[src/rtl/pipeline_exec_controller_if.sv]
// Command, hazard and pipeline-control signals between the debug unit,
// the hazard unit and the execution sequencer.
interface pipeline_exec_controller_if #(
  parameter int CNT_W = 32
);
  logic             is_cmd_valid;
  logic [1:0]       i_cmd;
  logic             is_halt_in_ID;
  logic             is_load_use_stall;
  logic             os_pipe_enable;
  logic             os_PC_write;
  logic             os_write_IF_ID;
  logic             os_mux_control;
  logic             os_flush_IF_ID;
  logic             os_cmd_ready;
  logic             os_done;
  logic [2:0]       o_state;
  logic [CNT_W-1:0] o_cycle_count;

  // Handshake: a command transfers on a cycle where is_cmd_valid and
  // os_cmd_ready are both 1; a command offered while ready is 0 is dropped.
  modport master (
    output is_cmd_valid, i_cmd, is_halt_in_ID, is_load_use_stall,
    input  os_pipe_enable, os_PC_write, os_write_IF_ID, os_mux_control,
           os_flush_IF_ID, os_cmd_ready, os_done, o_state, o_cycle_count
  );

  modport slave (
    input  is_cmd_valid, i_cmd, is_halt_in_ID, is_load_use_stall,
    output os_pipe_enable, os_PC_write, os_write_IF_ID, os_mux_control,
           os_flush_IF_ID, os_cmd_ready, os_done, o_state, o_cycle_count
  );
endinterface

[src/rtl/pipeline_exec_controller.sv]
// Execution sequencer: RUN/STEP/STOP gating of the pipeline enable, load-use
// stall merging, and HALT-triggered drain to a terminal DONE state.
module pipeline_exec_controller #(
  parameter int DRAIN_CYCLES = 4,
  parameter int CNT_W        = 32
) (
  input logic                       i_clk,
  input logic                       i_rst,
  pipeline_exec_controller_if.slave bus
);
  localparam int DW = (DRAIN_CYCLES > 1) ? $clog2(DRAIN_CYCLES) : 1;
  localparam logic [1:0] CMD_RUN  = 2'b01;
  localparam logic [1:0] CMD_STEP = 2'b10;
  localparam logic [1:0] CMD_STOP = 2'b11;

  typedef enum logic [2:0] {
    IDLE  = 3'd0,
    RUN   = 3'd1,
    STEP  = 3'd2,
    DRAIN = 3'd3,
    DONE  = 3'd4
  } state_t;

  state_t           state, state_nxt;
  logic [DW-1:0]    drain_cnt, drain_cnt_nxt;
  logic [CNT_W-1:0] cycle_count;
  logic             cmd_acc;

  always_ff @(posedge i_clk) begin
    if (i_rst) begin
      state       <= IDLE;
      drain_cnt   <= '0;
      cycle_count <= '0;
    end else begin
      state       <= state_nxt;
      drain_cnt   <= drain_cnt_nxt;
      cycle_count <= cycle_count + {{(CNT_W-1){1'b0}}, bus.os_pipe_enable};
    end
  end

  always_comb begin
    state_nxt          = state;
    drain_cnt_nxt      = drain_cnt;
    bus.os_pipe_enable = 1'b0;
    bus.os_PC_write    = 1'b0;
    bus.os_write_IF_ID = 1'b0;
    bus.os_mux_control = 1'b0;
    bus.os_flush_IF_ID = 1'b0;
    bus.os_cmd_ready   = (state == IDLE) || (state == RUN);
    bus.os_done        = 1'b0;
    cmd_acc            = bus.is_cmd_valid && bus.os_cmd_ready;

    case (state)
      IDLE: begin
        if (cmd_acc && bus.i_cmd == CMD_RUN)  state_nxt = RUN;
        if (cmd_acc && bus.i_cmd == CMD_STEP) state_nxt = STEP;
      end
      RUN, STEP: begin
        bus.os_pipe_enable = 1'b1;
        // A STEP always returns to IDLE unless HALT sends it into a full drain.
        if (state == STEP) state_nxt = IDLE;
        else if (cmd_acc && bus.i_cmd == CMD_STOP) state_nxt = IDLE;
        if (bus.is_load_use_stall) begin
          bus.os_mux_control = 1'b1;
        end else if (bus.is_halt_in_ID) begin
          bus.os_write_IF_ID = 1'b1;
          bus.os_flush_IF_ID = 1'b1;
          state_nxt          = DRAIN;
          drain_cnt_nxt      = DW'(DRAIN_CYCLES - 1);
        end else begin
          bus.os_PC_write    = 1'b1;
          bus.os_write_IF_ID = 1'b1;
        end
      end
      DRAIN: begin
        bus.os_pipe_enable = 1'b1;
        bus.os_write_IF_ID = 1'b1;
        bus.os_flush_IF_ID = 1'b1;
        if (drain_cnt == '0) state_nxt = DONE;
        else drain_cnt_nxt = drain_cnt - DW'(1);
      end
      DONE: bus.os_done = 1'b1;
      default: state_nxt = IDLE;
    endcase
  end

  assign bus.o_state       = state;
  assign bus.o_cycle_count = cycle_count;
endmodule

[src/flat_wrapper.sv]
// flat-port wrapper written by rule: the top's interface ports become plain ports
module pipeline_exec_controller_flat 
#(
  parameter int DRAIN_CYCLES = 4,
  parameter int CNT_W        = 32
)
  (i_clk, i_rst, bus_is_cmd_valid, bus_i_cmd, bus_is_halt_in_ID, bus_is_load_use_stall, bus_os_pipe_enable, bus_os_PC_write, bus_os_write_IF_ID, bus_os_mux_control, bus_os_flush_IF_ID, bus_os_cmd_ready, bus_os_done, bus_o_state, bus_o_cycle_count);
  pipeline_exec_controller_if #(.CNT_W(CNT_W)) bus_i ();
  input logic i_clk;
  input logic i_rst;
  input wire logic [$bits(bus_i.is_cmd_valid)-1:0] bus_is_cmd_valid;
  input wire logic [$bits(bus_i.i_cmd)-1:0] bus_i_cmd;
  input wire logic [$bits(bus_i.is_halt_in_ID)-1:0] bus_is_halt_in_ID;
  input wire logic [$bits(bus_i.is_load_use_stall)-1:0] bus_is_load_use_stall;
  output wire logic [$bits(bus_i.os_pipe_enable)-1:0] bus_os_pipe_enable;
  output wire logic [$bits(bus_i.os_PC_write)-1:0] bus_os_PC_write;
  output wire logic [$bits(bus_i.os_write_IF_ID)-1:0] bus_os_write_IF_ID;
  output wire logic [$bits(bus_i.os_mux_control)-1:0] bus_os_mux_control;
  output wire logic [$bits(bus_i.os_flush_IF_ID)-1:0] bus_os_flush_IF_ID;
  output wire logic [$bits(bus_i.os_cmd_ready)-1:0] bus_os_cmd_ready;
  output wire logic [$bits(bus_i.os_done)-1:0] bus_os_done;
  output wire logic [$bits(bus_i.o_state)-1:0] bus_o_state;
  output wire logic [$bits(bus_i.o_cycle_count)-1:0] bus_o_cycle_count;
  assign bus_i.is_cmd_valid = bus_is_cmd_valid;
  assign bus_i.i_cmd = bus_i_cmd;
  assign bus_i.is_halt_in_ID = bus_is_halt_in_ID;
  assign bus_i.is_load_use_stall = bus_is_load_use_stall;
  assign bus_os_pipe_enable = bus_i.os_pipe_enable;
  assign bus_os_PC_write = bus_i.os_PC_write;
  assign bus_os_write_IF_ID = bus_i.os_write_IF_ID;
  assign bus_os_mux_control = bus_i.os_mux_control;
  assign bus_os_flush_IF_ID = bus_i.os_flush_IF_ID;
  assign bus_os_cmd_ready = bus_i.os_cmd_ready;
  assign bus_os_done = bus_i.os_done;
  assign bus_o_state = bus_i.o_state;
  assign bus_o_cycle_count = bus_i.o_cycle_count;
  pipeline_exec_controller #(.DRAIN_CYCLES(DRAIN_CYCLES), .CNT_W(CNT_W)) u_core (.i_clk(i_clk), .i_rst(i_rst), .bus(bus_i));
endmodule
[config.mk]
export PLATFORM = sky130hd
export DESIGN_NAME = pipeline_exec_controller_flat
export DESIGN_NICKNAME = d
export VERILOG_FILES = /design/src/rtl/pipeline_exec_controller_if.sv /design/src/rtl/pipeline_exec_controller.sv /design/src/flat_wrapper.sv
export SDC_FILE = /design/constraint.sdc
export NUM_CORES = 1
export LEC_CHECK = 0
export BUFFER_PORTS_ARGS = -buffer_cell sky130_fd_sc_hd__buf_2
export CORE_MARGIN = 5
export CORE_UTILIZATION = 40
export DETAILED_ROUTE_END_ITERATION = 12
export PLACE_DENSITY = 0.73
export SYNTH_ARGS = -nofsm -noshare
export SYNTH_HDL_FRONTEND = slang
export SYNTH_SLANG_ARGS = --single-unit
[constraint.sdc]
create_clock -name i_clk -period 2.5 [get_ports i_clk]
set_clock_uncertainty 0.05 [all_clocks]
set_input_delay 0.25 -clock i_clk [delete_from_list [all_inputs] [get_ports i_clk]]
set_output_delay 0.25 -clock i_clk [all_outputs]
set_load 0.005 [all_outputs]
* After elaboration in Yosys (flattened, before gate mapping) *
Cells that the tools add are included.

storage, ports and cells
  flip-flop bits (word level) = 37
  input port bits = 7
  output and inout bits = 42

cells by class
  $add $sub $neg = 2
  eq/ne operators = 12
  multiplexer cells = 24
  bitwise operators = 1
  reduce and logical (&&, ||, !) cells = 12

operators by type and width
  cell                 number
  $add 32x1->32        1
  $mux 3               7
  $pmux 3 s4           1
  $mux 1               10
  $eq 3x2->1 const B   2
  $mux 2               3
  $ne 2x2->1 const B   3
  $eq 2x2->1 const B   2
  $logic_and 1x1->1    4
  $pmux 1 s2           2
  $pmux 2 s2           1
  $reduce_and 4->1     1
  $eq 3x1->1 const B   1
  $eq 3x3->1 const B   1
  $logic_not 3->1      1
  $ne 3x3->1 const B   1
  $reduce_and 3->1     1
  $reduce_or 3->1      1
  $eq 2x1->1 const B   1
  $logic_not 2->1      1
  $ne 2x1->1 const B   1
  $reduce_bool 2->1    1
  $reduce_or 2->1      1
  $sub 2x1->2 const B  1
  other kinds (2)      2

* Depth between registers and ports, before layout *
Gate-level depths: netlist of the first run.

  depth in word-level cells = 9
  gate-level depth with buffers = 11
  gate-level depth less buffers = 8

* Least setup slack after synthesis of the first run *
OpenSTA, ideal clock, no wires.

  kind = register to register
  start = register u_core.state[1], in the netlist u_core.bus.o_state[1]
  end = register u_core.cycle_count[22], in the netlist u_core.bus.o_cycle_count[22]
  library setup time = 0.070 ns
  arrival time = 2.530 ns
  required time = 2.380 ns
  setup slack = -0.151 ns
  cell stages (with the launch flop) = 11
  path through = dfxtp_1 > clkbuf_1 > nor2_1 > nor2_1 > ha_1 > ha_1 > nand2_1 > or4_4 > buf_6 > or4_1 > a21oi_1

on the way
  cells in the longest elaborated chain, start to end = 4
  elaborated cells between the ends (all ways) = 6
  those cells by class = add/sub (1); eq/ne (3); mux (1); reduce/logical (1)

ends and longest elaborated chain
  what                                      RTL line                        text
  start: declaration                        pipeline_exec_controller.sv:24  state_t state, state_nxt;
  start signal: assignment                  pipeline_exec_controller.sv:35  state <= state_nxt;
  $eq 3x2->1 or $eq 3x1->1 (tied branches)  pipeline_exec_controller.sv:53  case (state)
  $reduce_or 3->1 (no source line) (*)      -
  $mux 1 (*)                                pipeline_exec_controller.sv:53
  net bus_os_pipe_enable                    flat_wrapper.sv:15              output wire logic [$bits(bus_i.os_pipe_enable)-1:0] bus_os_pipe_enable;
  $add 32x1->32 (*)                         pipeline_exec_controller.sv:37  cycle_count <= cycle_count + {{(CNT_W-1){1'b0}}, bus.os_pipe_enable};
  end signal: assignment                    pipeline_exec_controller.sv:37
  end: declaration                          pipeline_exec_controller.sv:26  logic [CNT_W-1:0] cycle_count;

Mark *: on every way through the listed nets, which the timed path passes. The rest lies on a longest branch.
A chain may end at the register's enable or synchronous reset.

* Final worst setup path of the first run *
  start = register u_core.state[1], in the netlist u_core.bus.o_state[1]
  end = register u_core.cycle_count[28], in the netlist u_core.bus.o_cycle_count[28]

on the way
  cells in the longest elaborated chain, start to end = 4
  elaborated cells between the ends (all ways) = 6
  those cells by class = add/sub (1); eq/ne (3); mux (1); reduce/logical (1)

ends and longest elaborated chain
  what                                      RTL line
  $eq 3x2->1 or $eq 3x1->1 (tied branches)  pipeline_exec_controller.sv:53
  $reduce_or 3->1 (no source line) (*)      -
  $mux 1 (*)                                pipeline_exec_controller.sv:53
  $add 32x1->32 (*)                         pipeline_exec_controller.sv:37

Every way passes the cells marked *; elsewhere a longest branch is shown, timed or not.

==> results of run 1 <==
-- through the flow --
stage	utilization [%]	cell area, sq um	setup WS, ns
after floorplan	-	1870	0.00892
after global placement	48.2	2130	0.201
after detailed placement	48.2	2130	0.117
after CTS	51.0	2250	0.104
after global routing	51.9	2290	-0.00154
final	51.9	2290	0.102
-- repair_timing --
item	4_1_cts	5_1_grt
endpoints found under the setup margin	0	4
gates resized for setup	0	7
buffers inserted	0	0
-- cell families (layout without fill, tap and decap cells) --
logic type / after synthesis / in the layout / share of synthesized area, %
flops: 37 / 37 / 40.3
xor+xnor: 11 / 11 / 5.25
mux: 1 / 1 / 0.613
compound gates: 54 / 54 / 18.1
buf+inv: 25 / 71 / 5.93
fa+ha+maj: 3 / 3 / 2.04
simple gates: 86 / 88 / 27.7
-- worst register-to-register path, stage by stage (launching register included) --
cell and delay, ns:
dfxtp_1 0.34, nor2_1 0.05, nor2_1 0.13, ha_2 0.24
ha_4 0.15, nand2_2 0.10, or4_4 0.60, or4_4 0.53
a21oi_2 0.14
-- power groups by stage --
| stage | sequential [uW] | clock (uW) | combinational [uW] |
|---|---|---|---|
| final | 604 | 542 | 95.4 |
| after global routing | 605 | 584 | 108 |
| after CTS | 604 | 555 | 97.0 |
| after detailed placement | 618 | 0 | 96.7 |
| after global placement | 618 | 0 | 94.0 |
| after floorplan | 620 | 0 | 51.8 |
-- state kept, by name (all words and copies together) (netlist names) --
name / cells
u_core.bus.o_cycle_count: 32
u_core.bus.o_state: 3
u_core.drain_cnt: 2
-- worst paths after layout --
| kind | to | slack, ns |
|---|---|---|
| worst max-delay path | u_core.bus.o_cycle_count[28] | 0.10 |
| worst max register to register | u_core.bus.o_cycle_count[28] | 0.10 |
| worst min register to register | u_core.drain_cnt[0] | 0.44 |
| worst min-delay path | u_core.bus.o_state[0] | 0.23 |
-- cells in the mapped netlist (2+ instances only) --
cell      number
nor3_1         5
or4_4          2
a221oi_1       2
ha_1           3
inv_1         10
o21ai_0        7
nand2_1       10
buf_6          2
dfxtp_1       37
or4_1         15
a21o_1         2
clkbuf_1      10
xnor2_1        8
nor3b_1        2
a21oi_1       24
buf_1          3
and4_1         3
o31ai_1       15
nand4_1        5
nor4_1         3
nor2b_1        5
or3_1          5
nor2_1        16
nand3_1       10
xor2_1         3
-- per-layer routing --
metal  share of wire, %  wire length [um]  vias to the layer above
met3                6.1               265                        4
met4               0.62                27                        0
li1                   -                 -                      895
met1                 47              2050                      802
met5                  0                 0                        -
met2                 46              2000                       40
-- area by class of cell --
class                      count  area share, %
clock buffer                   6           3.61
clock inverter                 2           1.64
inverter                      10           1.64
multi-input combinational    157           45.8
sequential                    37           32.3
tap                           52           2.84
timing repair buffer          53           12.1
==> run metrics, run 1 <==
status=finished clean; Final Non-Filler Cells=317; met1 GRT Util=17.3%; critical path type=flop to flop; Worst Tran Pin Value=0.784 ns; Core ar.=0.00441 sq mm; power share of the combinational group=7.7%; crit-path cells=nor2_1 > nor2_1 > ha_2 > ha_4 > nand2_2 > or4_4 > or4_4 > a21oi_2; Area Overhead vs Synth=24.7%; Placed Cells incl. Taps=307; Std-Cell Rows=24; #FFs+latches synth=37; Reg area=741 sq um; Max-slew headroom=47.7%; CTS buffer count=5; clk sink count=37; WP depth=8; Async S/R FF share, synth=0%; antenna cells=0; Avg Inst Size Synth=8.46 sq um; CP max stage delay=0.60 ns; Synth cell types=35; WHS Path Cells=3; Die W=77.8 um; clock power share=43.6%; share of the synthesized area in the top cell type=40.3%; I/O pin total=49; worst min path class=input pin to flop; Ys Warns=0; startpoint type of the worst setup path=flop; total grt overflow=0; Worst EP required=2.68 ns; drt total wl=4.34 mm; max cap viols=0; Slowest cell on crit path=or4_4; Worst Reg-to-Reg Cells=8; share of layout cells above drive strength 1=28.7%; commonest non-fill, non-tap cell in the layout=buf_2; Most used DFF post-synth=dfxtp_1; largest net degree at the start of global routing=28; Initial DRC Count=110; Layout Nets=274; Final Cycle Share=95.9%; sequential-to-total area share from yosys stat=40.3%; Synth area leaders=dfxtp_1 (40%), a21oi_1 (6.5%), o31ai_1 (6.1%); vias=1,741; Crit Path Max Fanout=7; final setup TNS=0 ns; launching point of the worst reg2reg path=u_core.bus.o_state[1]; Finish-stage setup viols=0; worst hold margin=0.230 ns; number of global-route vias before repair=1,506; port bufs=48; hold_buf cts=0; post-route minimum period=2.40 ns; Initial Utilization=41.6%; gpl congestion=0.755; GR Util met2=21.5%; final count of hold timing violations=0; CTS root buf=clkbuf_8; DRC viols=0; H-Tree Depth=2; Die Y=77.8 um; NetSw=274 uW; max-slew violation count=0; Worst Hold Launch=bus_is_cmd_valid; Static Leak=0.000847 uW; pwr/cell area=542 mW/mm^2; commonest cells after routing, fill and taps aside=buf_2 (48), dfxtp_1 (37), a21oi_1 (21); synthesized instance count=217; Max Root-Sink Buffers=2; Max Clk Rate=0.417 GHz; Total GRT Usage=13.4%; first-pass GRT wire length=6.89 mm; Via density=5.49; initial antenna violation count=0; critical path buffer and inverter count=0; DP HPWL=2.87 mm; Clock Latency Late Sink=0.29 ns; Peak VDD IR=0.440 mV; DR pass1 iterations=4; die footprint=0.00605 sq mm; number of flops mapped to enable cells by yosys=0; Layout fillers=435; Clk pin slew, worst setup/hold paths=0.08 ns; CP endpoint kind=flop; overall power consumption=1240 uW; grt met3 use=4.05%; busiest grt layer=met2; WP data arrival=2.58 ns; Setup crit start=u_core.bus.o_state[1]; Int Power=968 uW; wire per inst=13.7 um; Sw Share=22.1%; Synth area leader=dfxtp_1; sequential cell fraction of total power=48.7%; synthesized area=0.00184 sq mm; Post-DRT Antenna Nets=0; CTS tree=yes; Synth Net Count=227; Top delay family on crit path=simple AND/OR/NAND/NOR gates; multi-input combinational cell area=0.00105 sq mm
Note: power is estimated with default switching activity, not from simulation.
==> run 2: changes to the inputs <==
--- a/config.mk
+++ b/config.mk
@@ -7,9 +7,10 @@
 export LEC_CHECK = 0
 export BUFFER_PORTS_ARGS = -buffer_cell sky130_fd_sc_hd__buf_2
 export CORE_MARGIN = 5
-export CORE_UTILIZATION = 40
+export CORE_UTILIZATION = 45
 export DETAILED_ROUTE_END_ITERATION = 12
-export PLACE_DENSITY = 0.73
+export PLACE_DENSITY = 0.8
+export RECOVER_POWER = 100
 export SYNTH_ARGS = -nofsm -noshare
 export SYNTH_HDL_FRONTEND = slang
 export SYNTH_SLANG_ARGS = --single-unit
==> run 2 against run 1 <==
Cell count is 0.32% lower. Sequential cell count unchanged. Cell area shrank 1.9%. Largest power group unchanged.
==> run metrics, run 2 (synthesized netlist as in run 1, its figures left out) <==
status=finished clean; DR pass1 iterations=4; Max Root-Sink Buffers=2; final count of hold timing violations=0; pwr/cell area=497 mW/mm^2; power share of the combinational group=7.9%; Crit Path Max Fanout=7; clock power share=37.9%; Slowest cell on crit path=or4_4; Placed Cells incl. Taps=304; worst min path class=input pin to flop; antenna cells=0; R2R Path End=u_core.bus.o_cycle_count[26]; drt total wl=4.53 mm; Die W=73.9 um; CTS buffer count=5; Via density=5.74; DP Area=0.00212 sq mm; uppermost layer routed=met4; timing endpoint of the critical path=u_core.bus.o_cycle_count[26]; Worst Reg-to-Reg Cells=8; CTS root buf=clkbuf_8; wire per inst=14.3 um; Area Overhead vs Synth=22.3%; Final Cycle Share=96.9%; Initial DRC Count=182; commonest cells after routing, fill and taps aside=dfxtp_1 (36), buf_2 (30), a21oi_1 (23); commonest non-fill, non-tap cell in the layout=dfxtp_1; worst hold margin=0.234 ns; I/O pin total=49; max-slew violation count=0; Max Clk Rate=0.413 GHz; reg2reg setup slack=0.08 ns; Layout Nets=276; critical path buffer and inverter count=0; CP max stage delay=0.60 ns; WP data arrival=2.59 ns; CP endpoint kind=flop; Die Y=73.9 um; port bufs=48; Initial Utilization=46.3%; Core ar.=0.00397 sq mm; Top cell by count, worst path=nor2_1; share of layout cells above drive strength 1=20.7%; WP depth=8; NetSw=261 uW; Final Util=56.6%; total grt overflow=0; die footprint=0.00546 sq mm; max cap viols=0; Worst EP required=2.67 ns; WHS Path Cells=3; Clock Latency Late Sink=0.29 ns; DRT met1 WL=2.10 mm; launching point of the worst reg2reg path=u_core.bus.o_state[0]; Final Non-Filler Cells=316; Setup crit start=u_core.bus.o_state[0]; Finish-stage setup viols=0; max FFs per register=32; post-route minimum period=2.42 ns; post-route cell area=0.00225 sq mm; largest net degree at the start of global routing=39; met3 wire len=286 um; DP HPWL=2.84 mm; sequential cell fraction of total power=54.2%; DR WL met2=2.11 mm; Layout fillers=386; Post-DRT Antenna Nets=0; Clk pin slew, worst setup/hold paths=0.07 ns; Sw Share=23.3%; H-Tree Depth=2; crit-path cells=nor2_1 > nor2_1 > ha_2 > ha_4 > nand2_4 > or4_4 > or4_1 > a21oi_1; initial antenna violation count=0; startpoint type of the worst setup path=flop; Worst Tran Pin Value=0.803 ns; clk sink count=37; DRC viols=0; gpl congestion=0.793; critical path type=flop to flop; Top delay family on crit path=simple AND/OR/NAND/NOR gates; Peak VDD IR=0.362 mV; Total GRT Usage=15.7%; Static Leak=0.000767 uW; number of global-route vias before repair=1,560; Max-slew headroom=46.5%; CTS tree=yes; first-pass GRT wire length=6.87 mm; Std-Cell Rows=23; vias=1,815; Int Power=856 uW
[run 2: changes by cell type in the layout (fill, tap and decap cells not counted), moves of 2 or more]
| cell | before | now |
|---|---|---|
| or4_4 | 5 | 7 |
| a21oi_1 | 21 | 23 |
| clkbuf_1 | 0 | 21 |
| a21oi_2 | 3 | 1 |
| buf_4 | 5 | 2 |
| buf_2 | 48 | 30 |
[run 2: how the worst min path moves through the flow]
stage,from,to,slack [ns]
2_1_floorplan,bus_is_cmd_valid,u_core.bus.o_state[0],0.39
3_3_place_gp,u_core.drain_cnt[0],u_core.drain_cnt[0],0.41
3_5_place_dp,u_core.drain_cnt[0],u_core.drain_cnt[0],0.42
4_1_cts,bus_is_cmd_valid,u_core.bus.o_state[0],0.22
5_1_grt,bus_is_cmd_valid,u_core.bus.o_state[0],0.23
6_report,bus_is_cmd_valid,u_core.bus.o_state[0],0.23
[run 2: through the flow]
stage	total power [uW]	setup slack, ns	TNS (ns)
6_report	1120	0.0783	0
2_1_floorplan	672	0.00892	0
5_1_grt	1160	-0.0120	-0.0309
4_1_cts	1130	0.0709	0
3_5_place_dp	712	0.0787	0
3_3_place_gp	710	0.200	0
[run 2: per-layer routing]
layer  up-vias  track usage [%]
li1        915                -
met1       852             20.6
met5         -                0
met2        41             24.5
met4         0             4.23
met3         7             5.34
[run 2: timing repair]
item,in CTS,in global routing
endpoints found under the setup margin,0,13
hold buffers,0,0
resized for setup,0,10
buffers inserted,0,1
[run 2: tightest hold or removal path: cells and delay by family]
family          cells  cell delay (ns)
simple gates        1             0.08
buf+inv             1             0.11
compound gates      1             0.08
[run 2: area by class of cell]
class,count,area [sq um],area share (%)
tap,50,62.6,2.79
timing repair buffer,53,244,10.9
sequential,37,742,33.0
clock buffer,7,86.3,3.84
multi-input combinational,159,1070,47.8
inverter,10,37.5,1.67
[run 2: power groups by stage]
stage / Clock [uW] / Combinational (uW) / Sequential, uW
4_1_cts: 429 / 94.6 / 605
2_1_floorplan: 0 / 51.8 / 620
5_1_grt: 451 / 101 / 606
3_5_place_dp: 0 / 94.1 / 618
3_3_place_gp: 0 / 92.1 / 618
6_report: 423 / 88.2 / 605
==> run 3: changes to the inputs <==
--- a/config.mk
+++ b/config.mk
@@ -9,7 +9,8 @@
 export CORE_MARGIN = 5
 export CORE_UTILIZATION = 45
 export DETAILED_ROUTE_END_ITERATION = 12
-export PLACE_DENSITY = 0.8
+export MAX_ROUTING_LAYER = met4
+export PLACE_DENSITY_LB_ADDON = 0.1
 export RECOVER_POWER = 100
 export SYNTH_ARGS = -nofsm -noshare
 export SYNTH_HDL_FRONTEND = slang
==> constraint.sdc (replaced) <==
create_clock -name i_clk -period 2.71 [get_ports i_clk]
set_clock_uncertainty 0.05 [all_clocks]
set_input_delay 0.271 -clock i_clk [delete_from_list [all_inputs] [get_ports i_clk]]
set_output_delay 0.271 -clock i_clk [all_outputs]
set_load 0.005 [all_outputs]
==> run 3 against run 2 <==
Sequential cell count stayed put. Cell area is 2.6% lower. Fmax decreased by 3.6%. Register-to-register slack better by 0.12 ns. Clock-buffer cell count unchanged. Hold slack better by 0.014 ns. Cell count shrank 0.95%. Global-route usage rose by 0.32 points. Worst setup slack improved by 0.12 ns. Die area stayed put. Combinational power down 14%.
==> run metrics, run 3 (synthesized netlist as in run 1, its figures left out) <==
Clock Latency Late Sink=0.28 ns; drt total wl=4.06 mm; Die W=73.9 um; Die Y=73.9 um; antenna cells=0; first-pass GRT wire length=6.82 mm; CTS buffer count=5; worst min path class=input pin to flop; largest net degree at the start of global routing=39; Max Clk Rate=0.398 GHz; I/O pin total=49; post-route minimum period=2.51 ns; Clk pin slew, worst setup/hold paths=0.07 ns; Area Overhead vs Synth=19.1%; Final Cycle Share=92.7%; Worst Tran Pin Value=0.753 ns; Worst EP required=2.86 ns; hold_buf cts=0; initial antenna violation count=0; unrepaired setup endpoints after global routing=false; Static Leak=0.000752 uW; Finish-stage setup viols=0; final count of hold timing violations=0; commonest non-fill, non-tap cell in the layout=dfxtp_1; share of layout cells above drive strength 1=18.6%; number of global-route vias before repair=1,493; critical path type=flop to flop; WP data arrival=2.66 ns; H-Tree Depth=2; DP HPWL=2.74 mm; Layout Nets=272; crit-path cells=nor2_1 > nor2_1 > ha_2 > ha_1 > nand2_2 > or4_4 > or4_1 > a21oi_1; Slowest cell on crit path=or4_4; Peak VDD IR=0.387 mV; Layout fillers=399; max cap viols=0; max-slew violation count=0; Initial DRC Count=75; CP endpoint kind=flop; Core ar.=0.00397 sq mm; DR pass1 iterations=4; Top cell by count, worst path=nor2_1; Crit Path Max Fanout=7; final setup TNS=0 ns; Max Root-Sink Buffers=2; Max-slew headroom=49.8%; Total GRT Usage=16.0%; gpl congestion=0.777; post-cts sizing count=0; total grt overflow=0; clk sink count=37; die footprint=0.00546 sq mm; DRC viols=0; port bufs=48; final worst setup slack=0.198 ns; commonest cells after routing, fill and taps aside=dfxtp_1 (36), buf_2 (30), a21oi_1 (24); total setup buffers inserted after CTS=0; wire per inst=13.0 um; Initial Utilization=46.3%; startpoint type of the worst setup path=flop; Via density=5.62; Std-Cell Rows=23; CTS root buf=clkbuf_8; pre-CTS setup slack=0.174 ns; CTS tree=yes; Post-DRT Antenna Nets=0; vias=1,760; max FFs per register=32; CP max stage delay=0.59 ns; status=finished clean; pwr/cell area=480 mW/mm^2
run 3: cell count changes in the layout (fill, tap and decap cells not counted), sizes merged:
cell,delta
or4,-2
clkinv,+1
buf,-2
run 3: where the power goes:
part	internal (uW)	switching, uW	leakage (uW)
Sequential	553	6.83	0.000299
Combinational	34.5	41.7	0.000399
Clock	230	185	0.0000542
run 3: layout make-up:
| class | instances | area, sq um | share of cell area (%) |
|---|---|---|---|
| flip-flops and latches | 37 | 742 | 33.9 |
| clock buffers | 7 | 96.3 | 4.40 |
| repair buffers | 51 | 234 | 10.7 |
| well taps | 50 | 62.6 | 2.86 |
| clock inverters | 1 | 5.00 | 0.229 |
| inverters | 10 | 37.5 | 1.72 |
| multi-input cells | 157 | 1010 | 46.2 |
run 3: worst paths after layout:
| check | start | endpoint | slack, ns | cells past startpoint |
|---|---|---|---|---|
| worst min-delay path | bus_is_cmd_valid | u_core.bus.o_state[0] | 0.25 | 3 |
| worst max-delay path | u_core.bus.o_state[0] | u_core.bus.o_cycle_count[26] | 0.20 | 8 |
| worst min register to register | u_core.drain_cnt[0] | u_core.drain_cnt[0] | 0.43 | 2 |
| worst max register to register | u_core.bus.o_state[0] | u_core.bus.o_cycle_count[26] | 0.20 | 8 |
run 3: layer usage:
metal | routed length [um] | track usage (%) | vias up
met5 | 0 | - | -
met4 | 17 | 2.41 | 0
met3 | 254 | 5.75 | 2
met2 | 1820 | 24.6 | 49
met1 | 1970 | 20.7 | 809
li1 | - | - | 900
run 3: per-stage QoR:
step	instance area (sq um)	power (uW)	hold WS (ns)	util, %	std cells
CTS	2190	1070	0.243	55.2	311
detailed placement	2090	650	0.418	52.6	303
global route	2190	1110	0.247	55.1	313
finish	2190	1050	0.248	55.1	313
floorplan	1840	616	0.397	-	217
global placement	2090	651	0.417	52.6	303
run 3: critical path, delay by kind of cell (launching register included):
family / cells / cell delay, ns
AND/OR/NAND/NOR: 5 / 1.41
adder cells (fa/ha/maj): 2 / 0.42
flip-flops: 1 / 0.38
AO/OA/AOI/OAI: 1 / 0.16
